### config.mk
export PLATFORM = sky130hd
export DESIGN_NAME = elevator_scheduler
export DESIGN_NICKNAME = d
export VERILOG_FILES = /design/src/rtl/elevator_scheduler.sv
export SDC_FILE = /design/constraint.sdc
export NUM_CORES = 1
export LEC_CHECK = 0
export BUFFER_PORTS_ARGS = -buffer_cell sky130_fd_sc_hd__buf_2
export CAP_MARGIN = 20
export CORE_ASPECT_RATIO = 0.8
export CORE_MARGIN = 1.5
export CORE_UTILIZATION = 59
export DETAILED_ROUTE_END_ITERATION = 10
export GPL_ROUTABILITY_DRIVEN = 0
export HOLD_SLACK_MARGIN = 0.02
export PLACE_DENSITY = 0.8
export SKIP_LAST_GASP = 1
export SLEW_MARGIN = 15
export SYNTH_ARGS = -nofsm -noshare
export SYNTH_HDL_FRONTEND = slang
export SYNTH_SLANG_ARGS = --single-unit
### constraint.sdc
create_clock -name CLK -period 4.1 [get_ports CLK]
set_input_delay 0.82 -clock CLK [delete_from_list [all_inputs] [get_ports CLK]]
set_output_delay 0.82 -clock CLK [all_outputs]
set_load 0.02 [all_outputs]
### src/rtl/elevator_scheduler.sv
// elevator_scheduler
//   Latches keypad floor requests into a pending bitmap and serves them in
//   SCAN (sweep) order. Times floor-to-floor travel and door dwell, and
//   reports car floor, sweep direction and door state.
//
// Ports
//   CLK            in   clock, rising edge
//   RST            in   asynchronous reset, active low
//   BCD_input[3:0] in   keypad code: 0..NUM_FLOORS-1 floor request, 4'hB cancel
//   BCD_valid      in   one-cycle strobe qualifying BCD_input
//   current_floor  out  floor the car is at or last passed
//   dir_up         out  sweep direction, 1 = up
//   moving         out  car travelling between floors
//   door_open      out  door open
//   pending        out  outstanding request bitmap, bit i = floor i
//   dbg_state      out  FSM state (0 IDLE, 1 MOVE_UP, 2 MOVE_DOWN, 3 DOOR)
//
// Handshake: BCD_input is consumed on every rising edge where BCD_valid is
// high; there is no back-pressure, so every strobe takes effect that edge.
module elevator_scheduler #(
    parameter int NUM_FLOORS  = 10,
    parameter int MOVE_CYCLES = 8,
    parameter int DOOR_CYCLES = 16
) (
    input  logic                  CLK,
    input  logic                  RST,
    input  logic [3:0]            BCD_input,
    input  logic                  BCD_valid,
    output logic [3:0]            current_floor,
    output logic                  dir_up,
    output logic                  moving,
    output logic                  door_open,
    output logic [NUM_FLOORS-1:0] pending,
    output logic [1:0]            dbg_state
);

    typedef enum logic [1:0] {
        S_IDLE      = 2'd0,
        S_MOVE_UP   = 2'd1,
        S_MOVE_DOWN = 2'd2,
        S_DOOR      = 2'd3
    } state_t;

    localparam int TMAX = (MOVE_CYCLES > DOOR_CYCLES) ? MOVE_CYCLES : DOOR_CYCLES;
    localparam int TW   = (TMAX > 2) ? $clog2(TMAX) : 1;
    localparam logic [TW-1:0] MOVE_LAST = TW'(MOVE_CYCLES - 1);
    localparam logic [TW-1:0] DOOR_LAST = TW'(DOOR_CYCLES - 1);
    localparam logic [4:0]    NF5       = 5'(NUM_FLOORS);
    localparam logic [NUM_FLOORS-1:0] ONE_HOT0 = NUM_FLOORS'(1);

    state_t                  state_q, state_d;
    logic [3:0]              floor_q, floor_d;
    logic                    dir_q, dir_d;
    logic [NUM_FLOORS-1:0]   pend_q, pend_d;
    logic [TW-1:0]           timer_q, timer_d;
    logic                    moving_q, moving_d;
    logic                    door_q, door_d;

    logic                    code_is_floor;
    logic                    cancel;
    logic                    door_hold;
    logic [NUM_FLOORS-1:0]   set_mask;
    logic [NUM_FLOORS-1:0]   pend_base;
    logic [3:0]              nxt_floor;
    logic                    more_ahead;

    function automatic logic any_above(input logic [NUM_FLOORS-1:0] p, input logic [3:0] f);
        logic r;
        r = 1'b0;
        for (int i = 0; i < NUM_FLOORS; i++) begin
            if (p[i] && (i > int'(f))) r = 1'b1;
        end
        return r;
    endfunction

    function automatic logic any_below(input logic [NUM_FLOORS-1:0] p, input logic [3:0] f);
        logic r;
        r = 1'b0;
        for (int i = 0; i < NUM_FLOORS; i++) begin
            if (p[i] && (i < int'(f))) r = 1'b1;
        end
        return r;
    endfunction

    assign code_is_floor = BCD_valid && ({1'b0, BCD_input} < NF5);
    assign cancel        = BCD_valid && (BCD_input == 4'hB);
    // A call for the floor whose door is already open just extends the dwell.
    assign door_hold     = (state_q == S_DOOR) && code_is_floor && (BCD_input == floor_q);
    assign set_mask      = (code_is_floor && !door_hold) ? (ONE_HOT0 << BCD_input) : '0;
    // Request bitmap after this edge's strobe; cancel wins over everything.
    assign pend_base     = cancel ? '0 : (pend_q | set_mask);
    assign nxt_floor     = (state_q == S_MOVE_UP) ? (floor_q + 4'd1) : (floor_q - 4'd1);
    assign more_ahead    = (state_q == S_MOVE_UP) ? any_above(pend_base, nxt_floor)
                                                  : any_below(pend_base, nxt_floor);

    always_comb begin
        state_d = state_q;
        floor_d = floor_q;
        dir_d   = dir_q;
        pend_d  = pend_base;
        timer_d = timer_q;
        case (state_q)
            S_IDLE: begin
                timer_d = '0;
                // IDLE decides on the registered bitmap, so a fresh request
                // takes effect one edge after it is latched.
                if (!cancel) begin
                    if (pend_q[floor_q]) begin
                        state_d         = S_DOOR;
                        pend_d[floor_q] = 1'b0;
                    end else if (dir_q && any_above(pend_q, floor_q)) begin
                        state_d = S_MOVE_UP;
                    end else if (!dir_q && any_below(pend_q, floor_q)) begin
                        state_d = S_MOVE_DOWN;
                    end else if (any_above(pend_q, floor_q)) begin
                        state_d = S_MOVE_UP;
                        dir_d   = 1'b1;
                    end else if (any_below(pend_q, floor_q)) begin
                        state_d = S_MOVE_DOWN;
                        dir_d   = 1'b0;
                    end
                end
            end
            S_MOVE_UP, S_MOVE_DOWN: begin
                if (timer_q == MOVE_LAST) begin
                    floor_d = nxt_floor;
                    timer_d = '0;
                    if (pend_base[nxt_floor]) begin
                        state_d           = S_DOOR;
                        pend_d[nxt_floor] = 1'b0;
                    end else if (!more_ahead) begin
                        state_d = S_IDLE;
                    end
                end else begin
                    timer_d = timer_q + TW'(1);
                end
            end
            S_DOOR: begin
                if (door_hold) begin
                    timer_d = '0;
                end else if (timer_q == DOOR_LAST) begin
                    state_d = S_IDLE;
                    timer_d = '0;
                end else begin
                    timer_d = timer_q + TW'(1);
                end
            end
            default: begin
                state_d = S_IDLE;
                timer_d = '0;
            end
        endcase
        moving_d = (state_d == S_MOVE_UP) || (state_d == S_MOVE_DOWN);
        door_d   = (state_d == S_DOOR);
    end

    always_ff @(posedge CLK or negedge RST) begin
        if (!RST) begin
            state_q  <= S_IDLE;
            floor_q  <= 4'd0;
            dir_q    <= 1'b1;
            pend_q   <= '0;
            timer_q  <= '0;
            moving_q <= 1'b0;
            door_q   <= 1'b0;
        end else begin
            state_q  <= state_d;
            floor_q  <= floor_d;
            dir_q    <= dir_d;
            pend_q   <= pend_d;
            timer_q  <= timer_d;
            moving_q <= moving_d;
            door_q   <= door_d;
        end
    end

    assign current_floor = floor_q;
    assign dir_up        = dir_q;
    assign moving        = moving_q;
    assign door_open     = door_q;
    assign pending       = pend_q;
    assign dbg_state     = state_q;

endmodule

; ---- After elaboration in Yosys (flattened, before gate mapping)
; Cells that the tools add are included.
[word_totals]
reg_bits = 23
output_inout_bits = 19
wordCells = 219
[op_classes]
add_sub_neg = 3
order_cmp = 43
eq_ne = 10
shifts = 1
muxes = 91
n_bitwise = 9
reduce_logical = 55
[op_table]
columns = cell, count
row1 = $mux W1, 63
row2 = $mux W10, 6
row3 = $logic_and A1 B1 Y1, 47
row4 = $gt A3 B4 Y1 const A, 8
row5 = $lt A3 B4 Y1 const A, 8
row6 = $mux W2, 11
row7 = $and A10 B10 Y10, 2
row8 = $not A10 Y10, 2
row9 = $pmux W10 S2, 1
row10 = $gt A2 B4 Y1 const A, 4
row11 = $gt A4 B4 Y1 const A, 4
row12 = $lt A1 B4 Y1 const A, 4
row13 = $lt A2 B4 Y1 const A, 4
row14 = $lt A4 B4 Y1 const A, 4
row15 = $mux W4, 4
row16 = $pmux W4 S3, 1
row17 = $lt A4 B5 Y1 const B, 2
row18 = $or A10 B10 Y10, 1
row19 = $shl A1 B4 Y10 const A, 1
row20 = $add A4 B1 Y4 const B, 2
row21 = $bmux W1 S4, 2
row22 = $demux W1 S4, 2
row23 = $eq A2 B2 Y1 const B, 4
row24 = $eq A4 B4 Y1 const B, 2
row25 = other kinds (16), 23

; ---- Longest topological paths before layout
[logic_depth]
depth_word = 40
depth_mapped = 12

; ---- Worst setup path before layout
; Ideal clock, no wire load.
[synth_path]
path_kind = register to register
start = register floor_q[1] (netlist: current_floor[1])
end = register moving_q (netlist: moving)
setup_ns = 0.126
arrival_time_ns = 3.372
t_required_ns = 3.974
path_slack_ns = 0.602
stages_incl_launch_ff = 13
path_buffers = 1
cell_sequence = dfrtp_1 > buf_2 > inv_1 > ha_1 > xor2_1 > mux2_2 > a21oi_1 > o21ai_0 > and4_1 > or3b_1 > a221oi_2 > a221oi_1 > ha_1
[synth_via]
elab_chain_len = 27
[synth_rtl]
columns = element, line
row1 = from (decl), 52  ; logic [3:0] floor_q, floor_d;
row2 = from (signal assigned), 168  ; floor_q <= floor_d;
row3 = $lt A1 B4 Y1, 80  ; if (p[i] && (i < int'(f))) r = 1'b1;
row4 = $logic_and A1 B1 Y1, 80
row5 = $mux W1 (10 in series), 80
row6 = $mux W1, 115  ; end else if (any_above(pend_q, floor_q)) begin
row7 = $mux W1, 113  ; end else if (!dir_q && any_below(pend_q, floor_q)) begin
row8 = $mux W1, 111  ; end else if (dir_q && any_above(pend_q, floor_q)) begin
row9 = $mux W1, 108  ; if (pend_q[floor_q]) begin
row10 = $mux W1, 107  ; if (!cancel) begin
row11 = [... 4 more ...], --
row12 = $mux W2, 111
row13 = $mux W2, 108
row14 = $mux W2, 107
row15 = $pmux W2 S3 *, 102  ; case (state_q)
row16 = net state_d[1], 51  ; state_t state_q, state_d;
row17 = $eq A2 B1 Y1 / $eq A2 B2 Y1 (equally long branches), 153  ; moving_d = (state_d == S_MOVE_UP) || (state_d == S_MOVE_DOWN);
row18 = $logic_or A1 B1 Y1 *, 153
row19 = net moving_d, 56  ; logic moving_q, moving_d;
row20 = to (signal assigned), 172  ; moving_q <= moving_d;
row21 = to (decl), 56
; The timed path passes the listed nets; every way through them passes the cells marked *. The select of a mux whose other input is x is not followed.
; A chain may end at the register's enable or synchronous reset.

; ---- Final worst setup path
[layout_path]
start = register state_q[0] (netlist: dbg_state[0])
end = register moving_q (netlist: moving)
[layout_via]
elab_chain_len = 26
[layout_rtl]
columns = element, line
row1 = from (decl), 51
row2 = from (signal assigned), 167  ; state_q <= state_d;
row3 = $eq A2 B2 Y1, "88, 102"
row4 = $logic_and A1 B1 Y1 (2 in series), 88  ; assign door_hold = (state_q == S_DOOR) && code_is_floor && (BCD_input == floor_q);
row5 = $logic_not A1 Y1, 89  ; assign set_mask = (code_is_floor && !door_hold) ? (ONE_HOT0 << BCD_input) : '0;
row6 = $logic_and A1 B1 Y1, 89
row7 = $mux W10, 89
row8 = $or A10 B10 Y10, 91  ; assign pend_base = cancel ? '0 : (pend_q | set_mask);
row9 = $mux W10, 91
row10 = $logic_and A1 B1 Y1, 80
row11 = [... 11 more ...], --
row12 = $mux W2, 131  ; end else if (!more_ahead) begin
row13 = $mux W2, 128  ; if (pend_base[nxt_floor]) begin
row14 = $mux W2, 125  ; if (timer_q == MOVE_LAST) begin
row15 = $pmux W2 S3 *, 102
row16 = net state_d[1], 51
row17 = $eq A2 B1 Y1 / $eq A2 B2 Y1 (equally long branches), 153
row18 = $logic_or A1 B1 Y1 *, 153
row19 = net moving_d, 56
; Marked as above.

==> impl_metrics.csv <==
group,metric,value,unit
global_route,maximum_number_of_pins_on_one_net_before_global_route_repair,24,
power_and_ir_drop,p_per_area,828,nW/um^2
sta,setup_tns,0,ns
finish,final_layout_size_suffix_gt1_share,18.2,%
drt,route.detailed.vias_per_inst,7.03,
sta,timing_worst_slew_pin_value,0.703,ns
drt,dr.max_layer_used,"met4",
clocking,tritoncts,"done",
clocking,worstSkewPairLatency,0.27,ns
sta,maxClockFrequency,281,MHz
worst_setup_path,path_max_fanout,9,
floorplanning,die_ar,4210,um^2
worst_setup_path,r2r-end,"moving",
place,placed_cells_incl_taps,341,
clocking,max-clock-path-buffers,2,
sta,final_hold_viol_count,0,
sta,report.final.slew_viol_count,0,
global_route,grt_antenna_before_repair,0,
worst_setup_path,r2r-start,"dbg_state[0]",
yosys,netlist_instances,277,
worst_setup_path,reg2reg_slack,0.54,ns
worst_setup_path,worst_path_max_delay_cell,"a32oi_1",
yosys,synthDominantCellAreaShare,24.4,%
finish,areaGrowthSynthToFinish,9.63,%
clocking,cts_sink_cnt,23,
floorplanning,floorplan.rows,19,
yosys,synth-warning-count,0,
drt,drt_first_iter_violations,416,
yosys,syn_avg_cell_area,8.16,um^2
place,detailed_place_hpwl,4950,um
worst_setup_path,timing_worst_setup_path_type,"register to register",
clocking,postCtsResizedCells,0,
power_and_ir_drop,leakagePower,0.00105,uW
yosys,synth_largest_area_cell,"dfrtp_1",
drt,wl_met1,2900,um
global_route,grt_pass1_vias,2098,
worst_setup_path,timing.critical_path.arrival,3.72,ns
sta,relSlewSlack,53.1,%
min_path,type_of_the_worst_min_delay_path,"register to register",
clocking,cts_hold_repair.buffers,0,
worst_setup_path,worst_ep_required_time,4.26,ns
worst_setup_path,cp_common_cell,"ha_1",
finish,antenna_diode_count,0,
drt,finalWirelength,6730,um
worst_setup_path,ff2ff_path_depth,10,
yosys,synth.area.top_cells,"dfrtp_1 24%, a21oi_1 8.4%, ha_1 5.5%",
global_route,grt_overflow,0,
clocking,cts_inserted_buffers,3,
drt,post_drt_wl_per_cell,19.5,um
drt,detailroute.via_count,2427,
status,outcome,"finished, final reports clean",
sta,worst_hold_slack,0.482,ns
drt,drtPass1Iterations,6,
min_path,min_delay_path_depth,1,
finish,finish.cell_count_without_fillers,345,
floorplanning,placeableCoreArea,3540,um^2
worst_setup_path,worst_setup_path_start_kind,"register",
sta,worst_clock_skew,0.00753,ns
drt,drt_drc_violations_left,0,
global_route,global_route.usage.total,33.2,%
yosys,postSynthRegisterBits,23,
yosys,ys_types,61,
clocking,clk_root_buffer_cell,"clkbuf_8",
finish,design.final.nets,321,
floorplanning,die_y,58.4,um
yosys,dominantRegCellSynth,"dfrtp_1",
yosys,post_synthesis_sequential_area_ratio,25.5,%
drt,wl_met2,2780,um
clocking,postCtsSetupBuffers,0,
global_route,wire_length_of_the_first_global_routing_pass,10700,um
finish,fillerInstances,301,
yosys,async_flop_share,100,%
yosys,synth_edf_count,0,
place,port_buffers,25,
sta,grt_setup_unrepaired,"false",
yosys,syn-num-nets,294,
clocking,clkTransAtPathRegs,0.10,ns
clocking,cts-htree-levels,1,
min_path,hp-start,"timer_q[0]",
yosys,post_synth_instance_area,2260,um^2
worst_setup_path,timing.critical_path.slowest_cell_delay,0.55,ns
worst_setup_path,path_cells,"ha_1 -> nor3b_4 -> nand4_4 -> a32oi_1 -> mux2i_1 -> o2111a_1 -> or3b_1 -> a221oi_2 -> a221oi_1 -> ha_1",
power_and_ir_drop,power.ir.vdd_worst,529,uV
floorplanning,top_level_ports,26,
sta,post_route_minimum_period,3.56,ns
job,max_cap_viol_count,0,
drt,detail_route_antenna_nets,0,
sta,final_min_period_over_clock_period,86.9,%
floorplanning,die_w,72.2,um
min_path,min_to,"timer_q[0]",
worst_setup_path,critical_path.endpoint_type,"register",
floorplanning,initial_core_util,63.8,%
drt,met3_wirelength,858,um
sta,timing.final.setup_violations,0,
==> cells in the final DEF (no fill, tap or decap), types with 2 or more instances in the layout <==
| cell | instances |
|---|---|
| o31ai_1 | 4 |
| a32oi_1 | 9 |
| o2111ai_1 | 2 |
| clkbuf_8 | 3 |
| nor2_1 | 18 |
| nor3_1 | 6 |
| xor2_1 | 3 |
| nor3b_1 | 3 |
| buf_2 | 25 |
| nand3_1 | 6 |
| a21oi_1 | 38 |
| buf_4 | 9 |
| a22oi_1 | 2 |
| o21bai_1 | 2 |
| mux4_2 | 2 |
| xnor2_2 | 3 |
| nand4_1 | 4 |
| xnor2_1 | 5 |
| dfrtp_1 | 22 |
| nand2_1 | 31 |
| nor2b_1 | 4 |
| a21o_1 | 3 |
| and2_1 | 5 |
| mux2_2 | 3 |
| o22ai_1 | 4 |
| a31oi_1 | 3 |
| mux2i_1 | 3 |
| o41ai_1 | 4 |
| ha_1 | 10 |
| a222oi_1 | 2 |
| o21a_1 | 4 |
| and3_1 | 4 |
| nor4_1 | 4 |
| inv_1 | 9 |
| o21ai_0 | 19 |
==> logic make-up after synthesis <==
kind of cell,count (synthesis),share of synthesized area [%]
adders and majority gates,11,5.98
buffers and inverters,21,4.76
AOI/OAI and AO/OA,109,31.6
and+or+nand+nor,94,22.0
muxes,8,4.82
DFF,23,25.5
xor gates and xnor gates,11,5.26
==> synth_stat cells (2+ instances only) <==
cell and number:
o41ai_1 4, a22oi_1 2, and2_1 5, nor3b_1 3, a222oi_1 2, nand4_1 4
a31oi_1 3, mux4_2 2, nor2b_1 4, clkbuf_1 5, buf_2 2, mux2_2 3
xnor2_2 3, o2111ai_1 2, buf_6 3, xnor2_1 5, o21a_1 4, and3_1 4
a21oi_1 38, nand3_1 6, inv_1 9, o31ai_1 4, ha_1 10, dfrtp_1 22
nor4_1 4, o22ai_1 4, o21bai_1 2, o21ai_0 19, nor3_1 6, a21o_1 3
xor2_1 3, mux2i_1 3, nor2_1 18, a32oi_1 9, nand2_1 31
==> stage by stage <==
stage,utilization (%),area (um^2),power (uW),worst slack [ns]
2_1_floorplan,-,2260,1420,0.602
3_3_place_gp,68.6,2430,1830,0.446
3_5_place_dp,68.6,2430,1840,0.378
4_1_cts,69.9,2480,2000,0.622
5_1_grt,69.9,2480,2190,0.374
6_report,69.9,2480,2050,0.537
==> critical path: cells and delay by family, from the launching register on <==
kind | cells | cell delay (ns)
flops | 1 | 0.44
compound gates | 4 | 1.36
simple gates | 3 | 0.85
mux | 1 | 0.15
fa+ha+maj | 2 | 0.64
==> final cells by class <==
type | count | area (um^2) | area share (%)
well taps | 42 | 52.6 | 2.12
clock buffers | 3 | 41.3 | 1.67
inverters | 9 | 33.8 | 1.36
multi-input cells | 233 | 1580 | 63.6
flip-flops and latches | 23 | 577 | 23.3
clock inverters | 1 | 5.00 | 0.202
repair buffers | 34 | 193 | 7.78
==> power by group <==
part	switching [uW]	leakage, uW	total [uW]	internal (uW)
clock	84.9	0.0000255	153	68.1
combinational	946	0.000720	1510	566
sequential	89.7	0.000307	386	296
total	1120	0.00105	2050	930
==> metal layers <==
| metal | GRT usage (%) | vias up |
|---|---|---|
| met4 | 9.97 | 0 |
| met5 | 0 | - |
| met3 | 8.90 | 27 |
| li1 | - | 1120 |
| met2 | 47.2 | 175 |
| met1 | 49.5 | 1105 |
==> flip-flops by register name (all words and copies together) (netlist names) <==
register	count
moving	1
dir_up	1
current_floor	4
dbg_state	2
timer_q	4
pending	10
door_open	1
==> worst max path at each step <==
stage,from,end,cells past startpoint
after floorplan,current_floor[1],moving,12
after global placement,BCD_input[1],moving,10
after detailed placement,BCD_input[1],moving,10
after CTS,dbg_state[0],moving,10
after global routing,dbg_state[0],moving,10
final,dbg_state[0],moving,10
Power figures use the tool's default switching activity.
